### src/rtl/fp_conv_sched.sv
// rtl/fp_conv_sched.sv - shared 12-bit two's-complement to sign/E3/F4 float converter, two requesters
// Optional FP_SAT_FLAG_EN adds out_sat (round/exponent saturation or 12'h800 magnitude clamp).
module fp_conv_sched #(
  parameter int FAIR_RR = 1
) (
  input  logic        clk,
  input  logic        rst,
  input  logic        in0_valid,
  input  logic [11:0] in0_data,
  output logic        in0_ready,
  input  logic        in1_valid,
  input  logic [11:0] in1_data,
  output logic        in1_ready,
  output logic        out_valid,
  input  logic        out_ready,
  output logic        out_sign,
  output logic [2:0]  out_exp,
  output logic [3:0]  out_sig,
  output logic        out_id
`ifdef FP_SAT_FLAG_EN
  ,
  output logic        out_sat
`endif
);

  typedef enum logic [1:0] {IDLE, NORM, ROUND, DONE} state_t;

  state_t      state_q, state_d;
  logic [10:0] m_q, m_d;
  logic [2:0]  sh_q, sh_d;
  logic        sign_q, sign_d;
  logic        id_q, id_d;
  logic        rr_q, rr_d;
  logic        out_valid_q, out_valid_d;
  logic        out_sign_q, out_sign_d;
  logic [2:0]  out_exp_q, out_exp_d;
  logic [3:0]  out_sig_q, out_sig_d;
  logic        out_id_q, out_id_d;
`ifdef FP_SAT_FLAG_EN
  logic        clamp_q, clamp_d;
  logic        out_sat_q, out_sat_d;
`endif

  logic        idle_ok;
  logic        gnt_id;
  logic        accept;
  logic [11:0] sel_data;
  logic [11:0] mag12;
  logic [10:0] m_in;
  logic        fifth;
  logic [4:0]  f_sum;
  logic [3:0]  e_sum;
  logic        rnd_ovf;

  // Requester 1 wins alone, or on a tie when the round-robin pointer favours it.
  assign idle_ok  = (state_q == IDLE) && !rst;
  assign gnt_id   = (in0_valid && in1_valid) ? ((FAIR_RR != 0) ? rr_q : 1'b0)
                                             : (in1_valid && !in0_valid);
  assign accept   = idle_ok && (in0_valid || in1_valid);
  assign in0_ready = accept && !gnt_id;
  assign in1_ready = accept && gnt_id;
  assign sel_data = gnt_id ? in1_data : in0_data;
  assign mag12    = sel_data[11] ? (~sel_data + 12'd1) : sel_data;
  assign m_in     = mag12[11] ? 11'h7FF : mag12[10:0];

  always_comb begin
    state_d     = state_q;
    m_d         = m_q;
    sh_d        = sh_q;
    sign_d      = sign_q;
    id_d        = id_q;
    rr_d        = rr_q;
    out_valid_d = out_valid_q;
    out_sign_d  = out_sign_q;
    out_exp_d   = out_exp_q;
    out_sig_d   = out_sig_q;
    out_id_d    = out_id_q;
`ifdef FP_SAT_FLAG_EN
    clamp_d     = clamp_q;
    out_sat_d   = out_sat_q;
`endif
    // At E=0 the value is denormal-like, so no bit below F exists to round on.
    fifth   = m_q[6] && (sh_q != 3'd7);
    f_sum   = {1'b0, m_q[10:7]} + {4'b0000, fifth};
    e_sum   = {1'b0, 3'd7 - sh_q};
    rnd_ovf = 1'b0;
    if (f_sum[4]) begin
      f_sum = 5'd8;
      e_sum = e_sum + 4'd1;
    end
    if (e_sum[3]) begin
      e_sum   = 4'd7;
      f_sum   = 5'd15;
      rnd_ovf = 1'b1;
    end

    case (state_q)
      IDLE: begin
        if (accept) begin
          sign_d  = sel_data[11];
          m_d     = m_in;
          sh_d    = 3'd0;
          id_d    = gnt_id;
          rr_d    = !gnt_id;
`ifdef FP_SAT_FLAG_EN
          clamp_d = mag12[11];
`endif
          state_d = NORM;
        end
      end
      NORM: begin
        if (m_q[10] || (sh_q == 3'd7)) begin
          state_d = ROUND;
        end else begin
          m_d  = {m_q[9:0], 1'b0};
          sh_d = sh_q + 3'd1;
        end
      end
      ROUND: begin
        out_valid_d = 1'b1;
        out_sign_d  = sign_q;
        out_exp_d   = e_sum[2:0];
        out_sig_d   = f_sum[3:0];
        out_id_d    = id_q;
`ifdef FP_SAT_FLAG_EN
        out_sat_d   = rnd_ovf || clamp_q;
`endif
        state_d     = DONE;
      end
      DONE: begin
        if (out_ready) begin
          out_valid_d = 1'b0;
          state_d     = IDLE;
        end
      end
      default: state_d = IDLE;
    endcase
  end

  always_ff @(posedge clk) begin
    if (rst) begin
      state_q     <= IDLE;
      m_q         <= '0;
      sh_q        <= '0;
      sign_q      <= 1'b0;
      id_q        <= 1'b0;
      rr_q        <= 1'b0;
      out_valid_q <= 1'b0;
      out_sign_q  <= 1'b0;
      out_exp_q   <= '0;
      out_sig_q   <= '0;
      out_id_q    <= 1'b0;
`ifdef FP_SAT_FLAG_EN
      clamp_q     <= 1'b0;
      out_sat_q   <= 1'b0;
`endif
    end else begin
      state_q     <= state_d;
      m_q         <= m_d;
      sh_q        <= sh_d;
      sign_q      <= sign_d;
      id_q        <= id_d;
      rr_q        <= rr_d;
      out_valid_q <= out_valid_d;
      out_sign_q  <= out_sign_d;
      out_exp_q   <= out_exp_d;
      out_sig_q   <= out_sig_d;
      out_id_q    <= out_id_d;
`ifdef FP_SAT_FLAG_EN
      clamp_q     <= clamp_d;
      out_sat_q   <= out_sat_d;
`endif
    end
  end

  assign out_valid = out_valid_q;
  assign out_sign  = out_sign_q;
  assign out_exp   = out_exp_q;
  assign out_sig   = out_sig_q;
  assign out_id    = out_id_q;
`ifdef FP_SAT_FLAG_EN
  assign out_sat   = out_sat_q;
`endif

endmodule

### config.mk
export PLATFORM = sky130hd
export DESIGN_NAME = fp_conv_sched
export DESIGN_NICKNAME = d
export VERILOG_FILES = /design/src/rtl/fp_conv_sched.sv
export SDC_FILE = /design/constraint.sdc
export NUM_CORES = 1
export LEC_CHECK = 0
export ABC_AREA = 1
export BUFFER_PORTS_ARGS = -buffer_cell sky130_fd_sc_hd__buf_4
export CAP_MARGIN = 25
export CORE_MARGIN = 5
export CORE_UTILIZATION = 50
export CTS_BUF_LIST = sky130_fd_sc_hd__clkbuf_8
export CTS_CLUSTER_DIAMETER = 150
export DETAILED_ROUTE_END_ITERATION = 8
export PLACE_DENSITY = 0.83
export SLEW_MARGIN = 25
export SYNTH_ARGS = -nofsm -noshare
export SYNTH_HDL_FRONTEND = slang
export SYNTH_SLANG_ARGS = --single-unit
export TNS_END_PERCENT = 50
### constraint.sdc
create_clock -name clk -period 2.15 [get_ports clk]
set_input_delay 0.43 -clock clk [delete_from_list [all_inputs] [get_ports clk]]
set_output_delay 0.43 -clock clk [all_outputs]
set_load 0.02 [all_outputs]
==> results.cfg, run 1 <==
[timing]
slew_headroom = 0.687
fin_hold_ws_ns = 0.428
setup_slack_ns = 0.146
setup_tns_ns = 0
rsz0062_at_grt = no
slew_violations = 0
timing.final.setup_violations = 0
finalHoldViolCount = 0
finalCriticalPeriod_ns = 2.00
worst_pin_slew_ns = 0.469
post-route-period-util = 0.932
fin_skew_ns = 0.00967
clock.fmax_ghz = 0.499

[placed_design]
dp_slack_ns = 0.125
hpwl_mm = 3.73
placed_area_sq_mm = 0.00237
port_buffers = 40
dp_cells = 404
gp_congestion = 0.834

[global_route]
grt.overflow.total = 0
grt_pass1_vias = 1958
grt_pass1_wl_mm = 8.40
antenna_found_initial = 0
grt_max_degree = 21
groute.usage.overall = 0.193

[critical_path]
cp_slowest_stage_delay_ns = 0.38
path_common_cell = inv_1
r2r_end = out_sig[2]
crit_required_ns = 1.72
slowest_stage = dfxtp_1
reg2reg_depth = 13
critPathLaunch = state_q[0]
crit_path_max_fanout = 4
cp-endpoint = in1_ready
worstSetupPathType = register to output pin
setup.worst_path.end_class = output pin
critPathLaunchType = register
r2r-start = sh_q[0]
worstPathCellList = inv_1, ha_1, o21ai_1, nor2_1, inv_1, nor2_2, buf_4
arrival_ns = 1.57
reg2reg_slack_ns = 0.20

[logic_synthesis]
seq_area_frac_synth = 0.284
yosys_most_used_dff = dfxtp_1
ys_seq_elements = 29
syn-num-nets = 359
synthCells = 321
synthArstFlopShare = 0
ys.warnings.count = 0
synth_cell_type_count = 31
synth-edff-count = 0
syn_area_sq_mm = 0.00204
avgSynthCellArea_sq_um = 6.37

[run_status]
outcome = finished clean

[clocking]
cts_setup_buffers = 0
cts.clk_slew.worst_paths_ns = 0.07
root_buffer = clkbuf_8
cts_buffers = 5
insertion_delay_ns = 0.28
h-tree-depth = 2
clock-sinks = 29
max-clock-path-buffers = 2
cts_tree = built

[detailed_routing]
routed_via_density = 5.10
wl_per_cell_microns = 11.5
drcViolationCount = 0
first_iter_violations = 200
finalWirelength_mm = 4.75
ant_nets = 0
drtPass1Iterations = 4
vias = 2100

[floorplanning]
row_count = 23
dieArea_sq_mm = 0.00547
ioPinCount = 41
initial_utilization = 0.515
die_h_microns = 73.9
core_sq_mm = 0.00397
die_w_microns = 73.9

[finish]
multi_input_area_sq_mm = 0.00125
antenna_cells = 0
fin_cells = 412
final_nets = 399
fillCellCount = 372
stdcell_area_sq_mm = 0.00251
areaGrowthSynthToFinish_pct = 22.7
seq_area_sq_um = 581
drive_gt1_frac = 0.221

[flow_run]
drv_cap = 0

[power_and_ir_drop]
sw_frac_of_total = 0.419
p_seq_frac = 0.297
p_clk_frac = 0.205
power_frac_comb = 0.498
power_density_mw_per_mm2 = 1120
switchingPower_w = 0.00118
intPower_w = 0.00163
p_leak_nw = 1.31
ir_worst_vdd_mv = 0.670

[hold_path]
hold_class = input port to register
## worst max-delay path, delay by kind of cell, from the launching register on
| kind | cells | cell delay, ns |
|---|---|---|
| AOI/OAI and AO/OA | 1 | 0.15 |
| adders and majority gates | 1 | 0.22 |
| buffers and inverters | 3 | 0.40 |
| DFF | 1 | 0.38 |
| and+or+nand+nor | 2 | 0.14 |
## sequential cells by signal, indices dropped and copies added (netlist names)
signal / flops
id_q: 1
m_q: 11
out_exp: 3
out_id: 1
out_sig: 4
out_sign: 1
out_valid: 1
rr_q: 1
sh_q: 3
sign_q: 1
state_q: 2
## cell families (layout without fill, tap and decap cells)
family,count (synthesis),after routing,synth area share
xor+xnor,5,5,0.0214
compound gates,56,56,0.156
simple gates,169,169,0.370
flops,29,29,0.284
fa+ha+maj,9,9,0.0551
buf+inv,53,94,0.114
## layout by cell type (no fill, tap or decap), drive strengths merged
cell type	n
buf	46
a21o	1
nand3b	8
nor2	29
ha	9
o211ai	3
nand3	30
a21oi	20
or2	3
nor3	3
a31oi	3
nand2	96
a211oi	4
a22oi	1
inv	41
o21ai	21
o21bai	2
a31o	1
dfxtp	29
xor2	5
clkbuf	6
bufinv	1
## cell type report
type                    count  share of cell area
clock buffers               6              0.0329
clock inverters             2              0.0135
inverters                  40              0.0599
multi-input cells         239               0.500
flip-flops and latches     29               0.231
well taps                  50              0.0249
repair buffers             46               0.138
## synth_stat cells (4+ instances only)
master	count	area [sq um]
dfxtp_1	29	581
nand3_1	29	145
inv_1	39	146
a211oi_1	4	30.0
buf_4	6	45.0
nand3b_1	8	60.1
a21oi_1	19	95.1
xor2_1	5	43.8
ha_1	9	113
nor2_1	25	93.8
nand2_1	91	342
o21ai_0	20	100
nand2_2	5	31.3
## power by group through the flow
stage / Clock [W] / Sequential [W] / Combinational [W]
after floorplan: 0 / 0.000897 / 0.000968
after global placement: 0 / 0.000839 / 0.00135
after detailed placement: 0 / 0.000844 / 0.00138
after CTS: 0.000580 / 0.000835 / 0.00139
after global routing: 0.000614 / 0.000861 / 0.00161
final: 0.000577 / 0.000836 / 0.00140
## repair_timing
item | CTS | global route
endpoints found under the hold margin | 0 | 0
hold buffers | 0 | 0
endpoints found under the setup margin | 0 | 7
gates resized for setup | 0 | 12
## metal layers
layer  vias to the layer above  share of wire  wire (microns)  global-route usage
met5                         -              0               0                   0
met2                        44           0.49            2310               0.321
met3                         8          0.041             194              0.0365
met1                       937           0.46            2180               0.254
met4                         0          0.012              57              0.0604
li1                       1111              -               -                   -
## per-stage QoR
step / util / power, W
2_1_floorplan: - / 0.00186
3_3_place_gp: 0.597 / 0.00219
3_5_place_dp: 0.597 / 0.00223
4_1_cts: 0.626 / 0.00281
5_1_grt: 0.632 / 0.00308
6_report: 0.632 / 0.00281
## worst min-delay path by stage
stage | start | to | slack [ns] | cells past startpoint
after floorplan | m_q[3] | m_q[3] | 0.44 | 2
final | rst | m_q[2] | 0.43 | 2
after global routing | rst | m_q[2] | 0.43 | 2
after global placement | m_q[3] | m_q[3] | 0.45 | 2
after detailed placement | m_q[3] | m_q[3] | 0.45 | 2
after CTS | rst | m_q[2] | 0.43 | 2
(Power assumes the default switching activity.)
==> run 2, diff against run 1 <==
--- a/config.mk
+++ b/config.mk
@@ -9,3 +9,2 @@
 export BUFFER_PORTS_ARGS = -buffer_cell sky130_fd_sc_hd__buf_4
-export CAP_MARGIN = 25
 export CORE_MARGIN = 5
==> constraint.sdc (replaced) <==
create_clock -name clk -period 2.15 [get_ports clk]
set_input_delay 0.215 -clock clk [delete_from_list [all_inputs] [get_ports clk]]
set_output_delay 0.215 -clock clk [all_outputs]
set_load 0.02 [all_outputs]
==> results.cfg, run 2 (synthesis results as in run 1) <==
[critical_path]
slowest_stage = dfxtp_2
crit_required_ns = 2.37
r2r-start = sh_q[0]
cp_top_family = adder cells
arrival_ns = 2.24
worstSetupPathType = register to register
reg2reg_depth = 13
critPathLaunch = sh_q[0]
reg2reg_slack_ns = 0.12
worstPathCellList = ha_1, ha_1, nor2_1, ha_2, ha_2, nand2_1, nor2_2, inv_2, o21ai_2, inv_2, o21ai_0, o211ai_1, inv_1
cp_slowest_stage_delay_ns = 0.33
crit_buf_inv = 3
critPathLaunchType = register
setup.worst_path.end_class = register
crit_path_max_fanout = 5
r2r_end = out_sig[2]

[power_and_ir_drop]
power_density_mw_per_mm2 = 1090
p_clk_frac = 0.164
power_frac_comb = 0.522
power_w = 0.00268
p_leak_nw = 1.29
switchingPower_w = 0.00117
sw_frac_of_total = 0.437
intPower_w = 0.00151
p_seq_frac = 0.313
ir_worst_vdd_mv = 0.814

[detailed_routing]
drcViolationCount = 0
ant_nets = 0
first_iter_violations = 159
routed_via_density = 5.14
wl_per_cell_microns = 11.7
drtPass1Iterations = 4
vias = 2106
finalWirelength_mm = 4.80

[timing]
timing.final.setup_violations = 0
rsz0062_at_grt = no
worst_pin_slew_ns = 0.462
post-route-period-util = 0.942
slew_violations = 0
fin_skew_ns = 0.00511
finalCriticalPeriod_ns = 2.03
slew_headroom = 0.691
finalHoldViolCount = 0
clock.fmax_ghz = 0.494
setup_tns_ns = 0
setup_slack_ns = 0.124

[finish]
antenna_cells = 0
largest_reg_flops = 11
seq_area_sq_um = 582
stdcell_area_sq_mm = 0.00246
final_common_cell = nand2_1
final_nets = 398
largest_register = m_q
areaGrowthSynthToFinish_pct = 20.4
final_cell_mix = nand2_1, buf_4, inv_1
multi_input_area_sq_mm = 0.00124
drive_gt1_frac = 0.208
fillCellCount = 370

[clocking]
cts_buffers = 5
h-tree-depth = 2
cts_setup_buffers = 0
insertion_delay_ns = 0.28
clock-sinks = 29
root_buffer = clkbuf_8
max-clock-path-buffers = 2
cts.clk_slew.worst_paths_ns = 0.06
cts_tree = built

[flow_run]
drv_cap = 0

[hold_path]
hold_path_startpoint = rst
hold_path_depth = 2
hold_class = input port to register
min_to = m_q[2]

[floorplanning]
row_count = 23
dieArea_sq_mm = 0.00547
core_sq_mm = 0.00397
die_w_microns = 73.9
ioPinCount = 41
die_h_microns = 73.9
initial_utilization = 0.515

[placed_design]
gp_congestion = 0.826
dp_slack_ns = 0.0527
hpwl_mm = 3.67
placed_area_sq_mm = 0.00236
port_buffers = 40

[global_route]
grt_pass1_wl_mm = 7.86
grt_pass1_vias = 1854
groute.usage.overall = 0.181
grt.overflow.total = 0
grt_max_degree = 23
antenna_found_initial = 0

[run_status]
outcome = finished clean
-- run 2: timing repair --
item                                    4_1_cts  5_1_grt
endpoints found under the setup margin        0        5
hold buffers                                  0        0
hold endpoints to repair                      0        0
resized for setup                             0        8
-- run 2: routing by layer --
metal / up-vias / share of wire / GRT usage
met1: 955 / 0.46 / 0.243
met2: 37 / 0.49 / 0.297
li1: 1107 / - / -
met5: - / 0 / 0
met3: 7 / 0.034 / 0.0284
met4: 0 / 0.012 / 0.0584
-- run 2: per-stage QoR --
stage	hold slack (ns)	util	instances
after floorplan	0.293	-	321
after global placement	0.449	0.595	403
after detailed placement	0.466	0.595	403
after CTS	0.219	0.617	410
after global routing	0.230	0.620	410
final	0.230	0.620	410
-- run 2: power by group through the flow --
| stage | clock [W] | combinational, W | sequential [W] |
|---|---|---|---|
| CTS | 0.000450 | 0.00139 | 0.000835 |
| global route | 0.000474 | 0.00158 | 0.000857 |
| detailed placement | 0 | 0.00138 | 0.000842 |
| global placement | 0 | 0.00134 | 0.000838 |
| finish | 0.000440 | 0.00140 | 0.000838 |
| floorplan | 0 | 0.000968 | 0.000897 |
-- run 2: worst max-delay path by stage --
stage | depth (start not counted) | to
final | 13 | out_sig[2]
after global routing | 13 | out_sig[2]
after CTS | 13 | out_sig[2]
after detailed placement | 13 | out_sig[2]
after global placement | 13 | out_sig[2]
after floorplan | 13 | out_sig[2]
-- run 2: worst register-to-register path, cell delays in order, from the launching register on --
cell and delay (ns):
dfxtp_2 0.33, ha_1 0.20, ha_1 0.20, nor2_1 0.11, ha_2 0.19, ha_2 0.17, nand2_1 0.08, nor2_2 0.16
inv_2 0.08, o21ai_2 0.12, inv_2 0.07, o21ai_0 0.08, o211ai_1 0.12, inv_1 0.07
-- run 2: layout make-up --
type	instances	share of cell area
Multi-Input combinational cell	239	0.505
Sequential cell	29	0.236
Timing Repair Buffer	45	0.137
Inverter	40	0.0610
Clock buffer	6	0.0336
Tap cell	50	0.0254
Clock inverter	1	0.00153
==> run 3, diff against run 2 <==
clock period = 2 ns   (was 2.15 ns; I/O delays follow)
==> results.cfg, run 3 (synthesis results as in run 1) <==
[clocking]
clock-sinks = 29
h-tree-depth = 2
cts.clk_slew.worst_paths_ns = 0.06
cts_tree = built
insertion_delay_ns = 0.28
cts_buffers = 5
root_buffer = clkbuf_8
max-clock-path-buffers = 2

[timing]
clock.fmax_ghz = 0.526
finalHoldViolCount = 0
slew_headroom = 0.705
slew_violations = 0
post-route-period-util = 0.950
rsz0062_at_grt = yes
fin_skew_ns = 0.00612
fin_hold_ws_ns = 0.214
timing.final.setup_violations = 0
worst_pin_slew_ns = 0.442
finalCriticalPeriod_ns = 1.90

[power_and_ir_drop]
ir_worst_vdd_mv = 0.983
p_leak_nw = 1.32
power_density_mw_per_mm2 = 1190

[global_route]
antenna_found_initial = 0
met1_usage = 0.240
use_met2 = 0.320
grt_pass1_wl_mm = 8.10
groute.usage.overall = 0.186
grt.overflow.total = 0
grt.busiest_layer = met2
grt_max_degree = 23
grt_pass1_vias = 1894
use_met3 = 0.0338

[critical_path]
setup.worst_path.end_class = output pin
r2r_end = out_exp[1]
reg2reg_slack_ns = 0.12
worstSetupPathType = register to output pin
crit_required_ns = 1.80
arrival_ns = 1.70
critPathLaunchType = register
reg2reg_depth = 11
r2r-start = sh_q[0]
crit_path_max_fanout = 4

[run_status]
outcome = finished clean

[floorplanning]
ioPinCount = 41
row_count = 23
dieArea_sq_mm = 0.00547
die_w_microns = 73.9
initial_utilization = 0.515
core_sq_mm = 0.00397
die_h_microns = 73.9

[detailed_routing]
ant_nets = 0
finalWirelength_mm = 4.83
drtPass1Iterations = 4
routed_via_density = 5.12
wl_per_cell_microns = 11.6
vias = 2128
drcViolationCount = 0
first_iter_violations = 145

[finish]
fillCellCount = 368
final_cell_mix = nand2_1, buf_4, inv_1
largest_reg_flops = 11
final_common_cell = nand2_1
areaGrowthSynthToFinish_pct = 24.4
stdcell_area_sq_mm = 0.00254
drive_gt1_frac = 0.243
final_nets = 403
largest_register = m_q
antenna_cells = 0

[placed_design]
placed_area_sq_mm = 0.00239
gp_congestion = 0.877
hpwl_mm = 3.63
port_buffers = 40

[hold_path]
min_to = m_q[2]
hold_path_depth = 2
hold_path_startpoint = rst
hold_class = input port to register

[flow_run]
drv_cap = 0
-- run 3: worst max path at each step --
| stage | end | cells past startpoint | start |
|---|---|---|---|
| 6_report | in0_ready | 7 | state_q[0] |
| 5_1_grt | m_q[10] | 13 | rr_q |
| 4_1_cts | out_sig[2] | 13 | sh_q[0] |
| 3_5_place_dp | out_sig[2] | 13 | sh_q[0] |
| 3_3_place_gp | out_sig[2] | 13 | sh_q[0] |
| 2_1_floorplan | out_sig[2] | 13 | sh_q[0] |
-- run 3: area by class of cell --
type	instances	area, sq um	area share
multi-input combinational	239	1270	0.500
sequential	29	583	0.229
timing repair buffer	50	375	0.148
inverter	40	150	0.0591
clock buffer	7	96.3	0.0379
tap	50	62.6	0.0246
clock inverter	1	5.00	0.00197
-- run 3: per-stage QoR --
step	TNS, ns	cells	setup WS, ns	utilization	power, W
after detailed placement	-0.0242	407	-0.0242	0.602	0.00243
after global routing	-0.0492	416	-0.0279	0.640	0.00328
after global placement	0	407	0.0778	0.602	0.00239
after floorplan	0	321	0.00979	-	0.00200
final	0	416	0.100	0.640	0.00301
after CTS	0	415	0.00194	0.629	0.00297
-- run 3: worst max-delay path: stages, from the launching register on --
cell     delay (ns)
dfxtp_1        0.35
inv_1          0.11
ha_1           0.18
o21ai_0        0.15
nor2_1         0.20
inv_1          0.12
a21oi_2        0.14
buf_4          0.16
-- run 3: timing repair --
| action | CTS | global route |
|---|---|---|
| pin swaps | 1 | 2 |
| hold buffers | 0 | 0 |
| setup buffers | 0 | 1 |
| endpoints found under the setup margin | 3 | 10 |
| gates resized for setup | 4 | 14 |
-- run 3: metal layers --
metal / wire length [microns] / part of all wire / up-vias
met3: 137 / 0.028 / 7
met4: 63 / 0.013 / 0
met1: 2240 / 0.46 / 976
met2: 2390 / 0.49 / 27
li1: - / - / 1118
met5: 0 / 0 / -
-- run 3: where the power goes --
group / total [W] / internal (W) / switching (W)
Combinational: 0.00158 / 0.000625 / 0.000955
Clock: 0.000529 / 0.000310 / 0.000218
Sequential: 0.000904 / 0.000776 / 0.000128
Total: 0.00301 / 0.00171 / 0.00130
